**src/rtl/soml_bit_packer.sv**
```systemverilog
// Packs 12-bit SOML symbols ({b1,b2}) MSB-first into OUT_W-bit words behind a small
// FIFO, with a flush that emits the zero-padded residue tagged by m_last/m_nbits.
module soml_bit_packer #(
  parameter  int OUT_W = 32,
  parameter  int DEPTH = 8,
  localparam int NB_W  = $clog2(OUT_W) + 1,
  localparam int LVL_W = $clog2(DEPTH) + 1
) (
  input  logic             clk,
  input  logic             rst_n,
  input  logic             in_valid,
  input  logic [7:0]       b1,
  input  logic [3:0]       b2,
  input  logic             flush,
  output logic             m_valid,
  input  logic             m_ready,
  output logic [OUT_W-1:0] m_data,
  output logic [NB_W-1:0]  m_nbits,
  output logic             m_last,
  output logic             flush_done,
  output logic             overflow,
  output logic [LVL_W-1:0] fifo_level
);

  localparam int AW    = $clog2(DEPTH);
  localparam int ACC_W = OUT_W + 11;
  localparam int CNT_W = $clog2(OUT_W + 12);
  localparam logic [CNT_W-1:0] WORD_CNT = CNT_W'(OUT_W);

  logic [11:0]      mem [DEPTH];
  logic [AW-1:0]    wr_ptr;
  logic [AW-1:0]    rd_ptr;
  logic [ACC_W-1:0] acc;
  logic [CNT_W-1:0] acc_cnt;
  logic             flush_pend;

  logic             fifo_empty;
  logic             fifo_full;
  logic             slot_free;
  logic             do_pop;
  logic             do_push;
  logic             do_emit;
  logic             do_service;
  logic [ACC_W-1:0] load_bits;

  // Valid bits live MSB-aligned in acc; everything below acc_cnt is kept zero.
  assign fifo_empty = (fifo_level == '0);
  assign fifo_full  = (fifo_level == LVL_W'(DEPTH));
  assign slot_free  = !m_valid || m_ready;
  assign do_pop     = !fifo_empty && (acc_cnt < WORD_CNT);
  assign do_push    = in_valid && (!fifo_full || do_pop);
  assign do_emit    = (acc_cnt >= WORD_CNT) && slot_free;
  assign do_service = flush_pend && fifo_empty && (acc_cnt < WORD_CNT) && slot_free;
  assign load_bits  = {mem[rd_ptr], {(ACC_W-12){1'b0}}} >> acc_cnt;

  // A full FIFO with a pop in the same cycle reads the old entry before it is overwritten.
  always_ff @(posedge clk) begin
    if (do_push) mem[wr_ptr] <= {b1, b2};
  end

  always_ff @(posedge clk or negedge rst_n) begin
    if (!rst_n) begin
      wr_ptr     <= '0;
      rd_ptr     <= '0;
      fifo_level <= '0;
      overflow   <= 1'b0;
    end else begin
      if (do_push) wr_ptr <= wr_ptr + AW'(1);
      if (do_pop)  rd_ptr <= rd_ptr + AW'(1);
      case ({do_push, do_pop})
        2'b10:   fifo_level <= fifo_level + LVL_W'(1);
        2'b01:   fifo_level <= fifo_level - LVL_W'(1);
        default: fifo_level <= fifo_level;
      endcase
      if (in_valid && !do_push) overflow <= 1'b1;
    end
  end

  always_ff @(posedge clk or negedge rst_n) begin
    if (!rst_n) begin
      acc        <= '0;
      acc_cnt    <= '0;
      flush_pend <= 1'b0;
      flush_done <= 1'b0;
      m_valid    <= 1'b0;
      m_data     <= '0;
      m_nbits    <= '0;
      m_last     <= 1'b0;
    end else begin
      flush_done <= do_service;

      if (do_service)  flush_pend <= 1'b0;
      else if (flush)  flush_pend <= 1'b1;

      if (do_pop) begin
        acc     <= acc | load_bits;
        acc_cnt <= acc_cnt + CNT_W'(12);
      end else if (do_emit) begin
        acc     <= acc << OUT_W;
        acc_cnt <= acc_cnt - WORD_CNT;
      end else if (do_service) begin
        acc     <= '0;
        acc_cnt <= '0;
      end

      // A fresh word may replace the one being accepted in the same cycle.
      if (do_emit) begin
        m_valid <= 1'b1;
        m_data  <= acc[ACC_W-1 -: OUT_W];
        m_nbits <= NB_W'(OUT_W);
        m_last  <= 1'b0;
      end else if (do_service && (acc_cnt != '0)) begin
        m_valid <= 1'b1;
        m_data  <= acc[ACC_W-1 -: OUT_W];
        m_nbits <= NB_W'(acc_cnt);
        m_last  <= 1'b1;
      end else if (m_valid && m_ready) begin
        m_valid <= 1'b0;
      end
    end
  end

endmodule

```
**config.mk**
```make
export PLATFORM = sky130hd
export DESIGN_NAME = soml_bit_packer
export DESIGN_NICKNAME = d
export VERILOG_FILES = /design/src/rtl/soml_bit_packer.sv
export SDC_FILE = /design/constraint.sdc
export NUM_CORES = 1
export LEC_CHECK = 0
export CORE_ASPECT_RATIO = 1.5
export CORE_MARGIN = 5
export CORE_UTILIZATION = 44
export CTS_CLUSTER_DIAMETER = 30
export DETAILED_ROUTE_END_ITERATION = 7
export GPL_ROUTABILITY_DRIVEN = 0
export PLACE_DENSITY_LB_ADDON = 0.25
export RECOVER_POWER = 100
export SLEW_MARGIN = 20
export SYNTH_ARGS = -nofsm -noshare
export SYNTH_HDL_FRONTEND = slang
export SYNTH_SLANG_ARGS = --single-unit
```
**constraint.sdc**
```tcl
create_clock -name clk -period 2.5 [get_ports clk]
set_input_delay 0.375 -clock clk [delete_from_list [all_inputs] [get_ports clk]]
set_output_delay 0.375 -clock clk [all_outputs]
set_load 0.1 [all_outputs]
```
==> impl_metrics.csv <==
group,metric,value,unit
sta,post-route-period-util,0.9264,
synth,ys_top_cells_by_area,"edfxtp_1, dfrtp_1, mux4_2",
cells_and_area,drive_gt1_frac,0.1475,
synth,synth_flop_cell,"dfrtp_1",
route,vias_per_cell,5.428,
worst_hold_path,hp-start,"overflow$_DFFE_PN0P_",
critical_path,crit_path_end_kind,"register",
cells_and_area,diodes,0,
synth,avgSynthCellArea,14.50,um^2
cells_and_area,area_delta_synth_final,15.83,%
grt,grt_max_degree,59,
synth,async_flop_share,0.5077,
synth,ys_seq_area_frac,0.6552,
sta,rsz0062_at_grt,"no",
placed_design,hpwl,12.37,mm
grt,grt_pass1_wl,28.22,mm
critical_path,critPathRequiredTime,2800,ps
critical_path,crit_path_start,"rd_ptr[2]$_DFFE_PN0P_",
critical_path,cp_max_fo,15,
floorplanning,core,18390,um^2
critical_path,slowest_delay,800,ps
grt,grt_usage,0.1709,
route,ant_nets,0,
floorplanning,start_util,0.4447,
cts,clock_latency,430,ps
cts,cts_tree,"built",
worst_hold_path,holdCritPathClass,"register to register",
synth,synth_edf_count,96,
critical_path,critPathArrivalTime,2620,ps
floorplanning,num_rows,61,
cts,path_clk_slew,70,ps
synth,syn_area,8180,um^2
route,vias,5010,
sta,max_slew_margin,0.2182,
critical_path,reg2reg_from,"rd_ptr[2]$_DFFE_PN0P_",
critical_path,start_kind,"register",
sta,min_period,2316,ps
floorplanning,die_w,121.3,um
floorplanning,fp.dieH,177.0,um
cts,clock_path_buffers,2,
synth,synth.largest_area_cell,"edfxtp_1",
sta,worst_pin_slew,1178,ps
sta,fin_tns_setup,0,ps
sta,hold_viol_final,0,
synth,ys_ff_latch,195,
critical_path,critPathSlowestCell,"dfrtp_1",
placed_design,port_buffers,62,
cts,h-tree-depth,4,
cts,ctsResizeCount,0,
sta,final-setup-viol-count,0,
status,status,"complete, no violations",
flow_run,maxCapViolations,0,
route,drtPass1Iterations,5,
sta,slew_viol_final,0,
synth,synth_cells,564,
sta,clock_skew,9.952,ps
route,post_drt_wl_per_cell,19.05,um
sta,timing.fmax,0.4318,GHz
grt,antenna_found_initial,0,
synth,yosysWarnings,0,
cts,cts_buffers,17,
grt,overflow,0,
cells_and_area,final_nets,682,
floorplanning,dieArea,21470,um^2
route,wl,17.58,mm
cells_and_area,layout_common_cells,"dfrtp_1, edfxtp_1, clkbuf_1, nand2_1, nor2_1",
synth,synth_top_area_frac,0.3524,
grt,first_global_vias,5277,
floorplanning,ios,63,
cts,post-cts-setup-buffer-count,0,
route,drc_errors,0,
cts,clock-sinks,195,
critical_path,path_cells,"mux4_2, mux2i_2, inv_2, a222oi_1, o21ai_1",
cts,cts_root_buffer,"clkbuf_16",
synth,synth.distinct_cells,63,
synth,synth_nets,588,
critical_path,setup.worst_path.class,"register to register",
route,drtIter0Drc,354,
[per-stage QoR]
stage | setup WS, ps | hold slack, ps | utilization | std cells | area, um^2
final | 184.0 | 472.0 | 0.5151 | 923 | 9475
after global routing | 30.05 | 500.3 | 0.5151 | 923 | 9475
after CTS | 159.5 | 481.3 | 0.5312 | 923 | 9771
after detailed placement | 28.94 | 403.5 | 0.5000 | 890 | 9196
after global placement | 98.57 | 391.8 | 0.5000 | 890 | 9196
after floorplan | 117.1 | 79.41 | - | 564 | 8195
[flip-flops by register name, indices dropped and copies added, names as in the netlist, 3 cells and up]
signal	flops
mem	96
acc	43
m_data	32
m_nbits	5
acc_cnt	4
fifo_level	4
rd_ptr	3
wr_ptr	3
[cell usage after synthesis (3+ instances only)]
cell type	instances
nor2_1	43
nand2_1	49
mux2_1	28
and2_1	4
buf_6	6
ha_1	6
dfrtp_1	99
clkbuf_1	8
nand4_1	5
o211ai_1	4
nor3_1	5
a21oi_1	31
nand2b_1	6
inv_1	14
a22oi_1	10
o21ai_1	14
mux4_1	7
mux2i_1	4
mux2i_4	4
mux2_2	7
a211oi_1	3
edfxtp_1	96
o221ai_1	5
mux4_2	15
buf_2	7
xnor2_1	5
buf_12	3
o21ai_0	27
[cell families after synthesis]
| group | Yosys count | share of synthesized area |
|---|---|---|
| and+or+nand+nor | 130 | 0.07219 |
| xor gates and xnor gates | 6 | 0.006424 |
| buffers and inverters | 41 | 0.03181 |
| muxes | 68 | 0.1331 |
| DFF | 195 | 0.6552 |
| adders and majority gates | 7 | 0.01162 |
| AOI/OAI and AO/OA | 117 | 0.08963 |
[final timing paths]
| path | slack, ps | to | depth (start not counted) |
|---|---|---|---|
| min in group asynchronous | 670 | m_data[7]$_DFFE_PN0P_ | 2 |
| max in group asynchronous | 940 | fifo_level[1]$_DFFE_PN0P_ | 3 |
| worst max register to register | 180 | acc[33]$_DFFE_PN0P_ | 5 |
| worst max-delay path | 180 | acc[33]$_DFFE_PN0P_ | 5 |
| worst min-delay path | 470 | overflow$_DFFE_PN0P_ | 1 |
| worst min register to register | 470 | overflow$_DFFE_PN0P_ | 1 |
[per-layer routing]
| layer | routed length (um) | share of wire | GRT usage |
|---|---|---|---|
| met5 | 0 | 0 | 0 |
| met3 | 726 | 0.041 | 0.03230 |
| met1 | 6731 | 0.38 | 0.1929 |
| met2 | 9629 | 0.55 | 0.3103 |
| met4 | 493 | 0.028 | 0.07664 |
[worst max-delay path: cells and delay by family (launching register included)]
| family | cells | cell delay [ps] |
|---|---|---|
| compound gates | 2 | 400 |
| buf+inv | 1 | 120 |
| flops | 1 | 800 |
| mux | 2 | 860 |
[area by class of cell]
class | count | area [um^2]
Fill cell | 1590 | 8919
Inverter | 16 | 60.06
Clock inverter | 15 | 138.9
Sequential cell | 195 | 5364
Clock buffer | 17 | 425.4
Tap cell | 252 | 315.3
Timing Repair Buffer | 100 | 638.1
Multi-Input combinational cell | 328 | 2534
[what timing repair did]
action | in CTS | in global routing
hold buffers | 1 | 0
endpoints found under the setup margin | 0 | 0
hold endpoints to repair | 41 | 0
Power is left out: the tool's default activity adds up to more than one toggle a clock period on the data nets, which glitch-free logic cannot reach.
